**src/rtl/cache_types.sv**
```systemverilog
// Shared cache-side types and sizing constants for the line/burst memory interface.
package cache_types;

    localparam int unsigned S_LINE    = 256;
    localparam int unsigned S_BURST   = 64;
    localparam int unsigned NUM_BEATS = S_LINE / S_BURST;
    localparam int unsigned COUNT_W   = $clog2(NUM_BEATS);
    localparam int unsigned S_OFFSET  = 5;

    typedef enum logic [1:0] {
        IDLE  = 2'd0,
        READ  = 2'd1,
        WRITE = 2'd2,
        DONE  = 2'd3
    } adaptor_state_t;

    // Memory only ever sees whole-line addresses.
    function automatic logic [31:0] line_align(input logic [31:0] addr);
        return {addr[31:S_OFFSET], {S_OFFSET{1'b0}}};
    endfunction

endpackage

```
**src/rtl/cacheline_adaptor.sv**
```systemverilog
// Converts single-cycle cache line requests into num_beats-long memory bursts,
// assembling fills beat by beat and streaming writebacks from a latched line.
module cacheline_adaptor
    import cache_types::*;
(
    input  logic                clk,
    input  logic                rst,
    input  logic [S_LINE-1:0]   line_i,
    output logic [S_LINE-1:0]   line_o,
    input  logic [31:0]         address_i,
    input  logic                read_i,
    input  logic                write_i,
    output logic                resp_o,
    input  logic [S_BURST-1:0]  burst_i,
    output logic [S_BURST-1:0]  burst_o,
    output logic [31:0]         address_o,
    output logic                read_o,
    output logic                write_o,
    input  logic                resp_i
);

    adaptor_state_t                          state_r, state_s;
    logic [COUNT_W-1:0]                      count_r, count_s;
    logic [NUM_BEATS-1:0][S_BURST-1:0]       fill_r;
    logic [NUM_BEATS-1:0][S_BURST-1:0]       wline_r, wline_s;
    logic [31:0]                             address_r, address_s;
    logic                                    read_r, read_s;
    logic                                    write_r, write_s;
    logic                                    resp_r, resp_s;
    logic                                    fill_en_s;
    logic                                    last_beat_s;

    assign last_beat_s = (count_r == COUNT_W'(NUM_BEATS - 1));

    // Next-state, next-output and datapath-enable decode.
    always_comb begin
        state_s   = state_r;
        count_s   = count_r;
        wline_s   = wline_r;
        address_s = address_r;
        read_s    = 1'b0;
        write_s   = 1'b0;
        resp_s    = 1'b0;
        fill_en_s = 1'b0;

        case (state_r)
            IDLE: begin
                // Write wins when both requests are (illegally) raised together.
                if (write_i) begin
                    state_s   = WRITE;
                    address_s = line_align(address_i);
                    wline_s   = line_i;
                    write_s   = 1'b1;
                end else if (read_i) begin
                    state_s   = READ;
                    address_s = line_align(address_i);
                    read_s    = 1'b1;
                end else begin
                    state_s   = IDLE;
                end
            end

            READ: begin
                if (resp_i) begin
                    fill_en_s = 1'b1;
                    if (last_beat_s) begin
                        count_s = '0;
                        state_s = DONE;
                        resp_s  = 1'b1;
                    end else begin
                        count_s = count_r + COUNT_W'(1);
                        read_s  = 1'b1;
                    end
                end else begin
                    read_s = 1'b1;
                end
            end

            WRITE: begin
                if (resp_i) begin
                    if (last_beat_s) begin
                        count_s = '0;
                        state_s = DONE;
                        resp_s  = 1'b1;
                    end else begin
                        count_s = count_r + COUNT_W'(1);
                        write_s = 1'b1;
                    end
                end else begin
                    write_s = 1'b1;
                end
            end

            DONE: begin
                state_s = IDLE;
            end

            default: begin
                state_s = IDLE;
                count_s = '0;
            end
        endcase
    end

    // State, counter, latched request and registered outputs.
    always_ff @(posedge clk or posedge rst) begin
        if (rst) begin
            state_r   <= IDLE;
            count_r   <= '0;
            fill_r    <= '0;
            wline_r   <= '0;
            address_r <= 32'h0000_0000;
            read_r    <= 1'b0;
            write_r   <= 1'b0;
            resp_r    <= 1'b0;
        end else begin
            state_r   <= state_s;
            count_r   <= count_s;
            wline_r   <= wline_s;
            address_r <= address_s;
            read_r    <= read_s;
            write_r   <= write_s;
            resp_r    <= resp_s;
            if (fill_en_s) begin
                fill_r[count_r] <= burst_i;
            end
        end
    end

    assign line_o    = fill_r;
    assign burst_o   = wline_r[count_r];
    assign address_o = address_r;
    assign read_o    = read_r;
    assign write_o   = write_r;
    assign resp_o    = resp_r;

endmodule

```
**config.mk**
```make
export PLATFORM = sky130hd
export DESIGN_NAME = cacheline_adaptor
export DESIGN_NICKNAME = d
export VERILOG_FILES = /design/src/rtl/cache_types.sv /design/src/rtl/cacheline_adaptor.sv
export SDC_FILE = /design/constraint.sdc
export NUM_CORES = 1
export LEC_CHECK = 0
export ABC_AREA = 1
export CELL_PAD_IN_SITES_DETAIL_PLACEMENT = 2
export CELL_PAD_IN_SITES_GLOBAL_PLACEMENT = 2
export CORE_MARGIN = 3
export CORE_UTILIZATION = 29
export CTS_CLUSTER_DIAMETER = 60
export DETAILED_ROUTE_END_ITERATION = 12
export PLACE_DENSITY = 0.88
export SLEW_MARGIN = 25
export SYNTH_ARGS = -nofsm -noshare
export SYNTH_HDL_FRONTEND = slang
export SYNTH_SLANG_ARGS = --single-unit
```
**constraint.sdc**
```tcl
create_clock -name clk -period 29.2 [get_ports clk]
set_input_delay 4.38 -clock clk [delete_from_list [all_inputs] [get_ports clk]]
set_output_delay 4.38 -clock clk [all_outputs]
set_load 0.01 [all_outputs]
```
**Word-level counts from Yosys, hierarchy flattened**

Cells that the tools add are included.

- Add/sub/neg operators: 1
- $lt $le $gt $ge: 2
- Eq/ne operators: 6
- Multiplexer cells: 25
- Reduce and logical (&&, ||, !) cells: 8

Operator list:

| kind | count |
|---|---|
| $bwmux 256 | 1 |
| $bmux 64 s2 | 1 |
| $demux 64 s2 | 1 |
| $mux 64 | 2 |
| $mux 32 | 2 |
| $mux 1 | 11 |
| $mux 2 | 4 |
| $reduce_and 2->1 | 4 |
| $eq 2x2->1 const B | 3 |
| $pmux 2 s3 | 1 |
| $ne 2x1->1 const B | 2 |
| $pmux 1 s2 | 2 |
| $lt 2x3->1 const B | 1 |
| $add 2x1->2 const B | 1 |
| $eq 2x1->1 const B | 1 |
| $ge 2x1->1 const B | 1 |
| $logic_not 2->1 | 1 |
| $reduce_bool 2->1 | 1 |
| $reduce_or 2->1 | 1 |
| $logic_and 1x1->1 | 1 |

- Flip-flop bits (word level): 551
- Input bits: 357
- Output and inout port bits: 355
- Word-level logic and storage cells: 56

**Logic depth before layout (Yosys ltp)**

- Depth after elaboration: 5
- Gate-level depth with buffers: 10
- Mapped depth without buffers: 7

**Worst setup path after synthesis**

Ideal clock, no wire load.

- Kind: flip-flop to output port
- Start: register count_r[0]
- End: output burst_o[48]
- Arrival time: 1.200 ns
- Required time: 24.820 ns
- Path slack: 23.620 ns
- Cell stages (with the launch flop): 7
- Path buffers: 3
- Path through: dfrtp_1 buf_4 buf_4 buf_2 o21ai_0 nand2_1 nand2_1

- Cells in the longest elaborated chain, start to end: 2

RTL lines:

| element | line | text |
|---|---|---|
| from (decl) | cacheline_adaptor.sv:23 | `logic [COUNT_W-1:0] count_r, count_s;` |
| from (signal assigned) | cacheline_adaptor.sv:118 | `count_r <= count_s;` |
| $bmux 64 s2 | cacheline_adaptor.sv:131 | `assign burst_o = wline_r[count_r];` |
| $mux 64 (not written as such) | cacheline_adaptor.sv:131 |  |
| to (decl) | cacheline_adaptor.sv:15 | `output logic [S_BURST-1:0] burst_o,` |

No other way between the ends. The select of a mux whose other input is x is not followed.

**Worst setup path in the final report**

- Start: register count_r[0]
- End: output burst_o[41]

Same word-level chain as after synthesis.

==> results.py <==
metrics = {
    "pwr": {
        "p_leak_nw": 16.0,
        "p_per_area_mw_per_mm2": 120,
        "power_w": 0.00400,
        "peakVddDrop_v": 0.0000605,
    },
    "timing": {
        "min_period_ns": 8.52,
        "drv_slew": 0,
        "max_freq_ghz": 0.117,
        "relSlewSlack_pct": 29.0,
        "setup_slack_ns": 20.68,
        "finalSetupViolCount": 0,
        "tightest_slew_ns": 1.07,
        "hold_violations": 0,
        "rsz0062_at_grt": "no",
        "setup_tns_ns": 0,
        "skew_ns": 0.0516,
        "final.period_utilization_pct": 29.2,
    },
    "clock_tree": {
        "post-cts-setup-buffers": 0,
        "ctsHoldBuffers": 0,
        "cts_buffers": 72,
        "clk_latency_ns": 0.63,
        "cts_tree": "built",
        "clockBufferDepth": 3,
        "cts_sinks": 546,
        "htreeDepth": 3,
        "cts_resized": 0,
        "clock-root-buffer": "clkbuf_16",
        "clk_pin_slew_worst_paths_ns": 0.05,
    },
    "routing": {
        "wl_mm": 115,
        "final_antenna_net_count": 0,
        "viasPerCell": 4.99,
        "drtIter0Drc": 1105,
        "drc": 0,
        "wl_per_cell_um": 25.4,
        "dr.pass1.iters": 6,
        "num_vias": 22583,
    },
    "place": {
        "portBuffers": 701,
        "hpwl_mm": 69.4,
        "gp_congestion": 0.796,
        "dp_worst_setup_slack_ns": 20.92,
    },
    "global_route": {
        "grt_max_degree": 215,
        "track_usage_pct": 26.7,
        "grt_pass1_vias": 26070,
        "overflow": 0,
        "antenna_found_initial": 39,
        "grt_pass1_wl_mm": 168,
    },
    "synthesis": {
        "post_synth.cell_area_avg_um2": 8.30,
        "synthTopCellsByCount": "nand2_1 (960), dfrtp_1 (546), o21ai_0 (315), nor2_1 (257), inv_1 (201)",
        "synthCells": 2782,
        "yosys_warnings": 0,
        "ys_top_cells_by_area": "dfrtp_1 (59%), nand2_1 (16%), o21ai_0 (6.8%), nor2_1 (4.2%), nand3_1 (3.6%)",
        "synth_edf_count": 0,
        "synth-main-ff-cell": "dfrtp_1",
        "synth_seq_cells": 546,
        "synth_top_cell_by_area": "dfrtp_1",
        "synthDistinctLibCells": 18,
        "yosys.area.top_type_share_pct": 59.2,
        "synth.most_common_cell": "nand2_1",
        "ys_seq_area_share_pct": 59.2,
        "synth-async-reset-ratio_pct": 100,
        "netlist_area_mm2": 0.0231,
    },
    "worst_hold_path": {
        "min_path_type": "flop to flop",
    },
    "run": {
        "drv_cap": 0,
    },
    "worst_setup_path": {
        "cp.arrival_ns": 4.14,
        "crit_path_end_kind": "output pin",
        "start_kind": "flop",
        "crit_type": "flop to output pin",
        "crit_fanout": 97,
        "required_ns": 24.82,
    },
    "die": {
        "rows": 102,
        "num_io_pins": 712,
        "die_w_um": 288,
        "die_y_um": 288,
        "coreArea_mm2": 0.0781,
        "fp.dieArea_mm2": 0.0830,
        "start_util_pct": 29.5,
    },
    "status": {
        "status": "completed",
    },
    "finish": {
        "drive_gt1_share_pct": 4.26,
        "syn_to_final_growth_pct": 44.3,
        "nNetsFinal": 3756,
    },
}
-- state kept, by name, summed over array words and instances (netlist names) --
name,count
count_r,2
wline_r,256
line_o,256
resp_o,1
state_r,2
write_o,1
read_o,1
address_o,27
-- per-stage QoR --
| step | util (%) | instance area (µm²) | cells | hold slack, ns |
|---|---|---|---|---|
| finish | 42.6 | 33300 | 4522 | 0.465 |
| global route | 42.6 | 33300 | 4516 | 0.493 |
| CTS | 42.5 | 33200 | 4490 | 0.473 |
| detailed placement | 39.4 | 30800 | 4356 | 0.459 |
| global placement | 39.4 | 30800 | 4356 | 0.450 |
| floorplan | - | 23100 | 2786 | 0.434 |
-- metal layers --
metal | GRT usage, % | up-vias | routed length, µm
met5 | 0 | - | 149
met4 | 12.3 | 20 | 5220
met3 | 9.11 | 263 | 9660
met2 | 47.0 | 785 | 58400
met1 | 28.7 | 11589 | 41400
li1 | - | 9926 | -
-- layout by cell type, fill, tap and decap left out, types with 23 or more instances in the layout --
cell type	netlist	routed
o21ai_0	315	315
nor2_1	257	257
clkbuf_16	0	74
diode_2	0	31
nand2_1	960	959
clkbuf_1	80	23
dfrtp_1	546	545
clkdlybuf4s50_1	0	700
a21oi_1	128	128
nand3_1	165	162
inv_1	201	199
-- area by class of cell --
class                   count  area, µm²
diodes                     31       77.6
flip-flops and latches    546      13700
repair buffers            719       7200
clock buffers             108       2090
well taps                1040       1300
clock inverters            26        315
inverters                 202        768
fillers                  8430      44800
multi-input cells        1850       7870
-- cell families (layout without fill, tap and decap cells) --
| logic type | count (synthesis) | in the layout | share of synthesized area, % |
|---|---|---|---|
| compound gates | 447 | 447 | 9.69 |
| simple gates | 1390 | 1390 | 23.6 |
| flops | 546 | 546 | 59.2 |
| buf+inv | 390 | 1055 | 7.05 |
| other cells | 1 | 36 | 0.0162 |
| fa+ha+maj | 8 | 8 | 0.434 |
-- final timing paths --
check	startpoint	end	slack (ns)	cells after the start
worst max-delay path	count_r[0]$_DFFE_PP0P_	burst_o[41]	20.68	7
worst min-delay path	wline_r[63]$_DFFE_PP0P_	wline_r[63]$_DFFE_PP0P_	0.47	2
worst max register to register	state_r[0]$_DFFE_PP0P_	wline_r[209]$_DFFE_PP0P_	25.81	6
worst min register to register	wline_r[63]$_DFFE_PP0P_	wline_r[63]$_DFFE_PP0P_	0.47	2
max in group asynchronous	rst	address_o[21]$_DFFE_PP0P_	22.52	4
min in group asynchronous	rst	wline_r[139]$_DFFE_PP0P_	4.34	2
-- critical path: stages, from the launching register on --
cell             delay, ns
dfrtp_4               0.72
buf_4                 0.73
buf_4                 0.93
nand2_1               0.15
o21ai_0               0.14
nand2_1               0.10
nand2_1               0.12
clkdlybuf4s50_1       0.59
-- power by group --
group | leakage [nW] | switching [W] | internal [W]
clock network | 1.16 | 0.000376 | 0.000537
registers | 6.68 | 0.000215 | 0.00110
logic | 8.20 | 0.00105 | 0.000724
total | 16.0 | 0.00164 | 0.00236
Note: power is estimated with default switching activity, not from simulation.
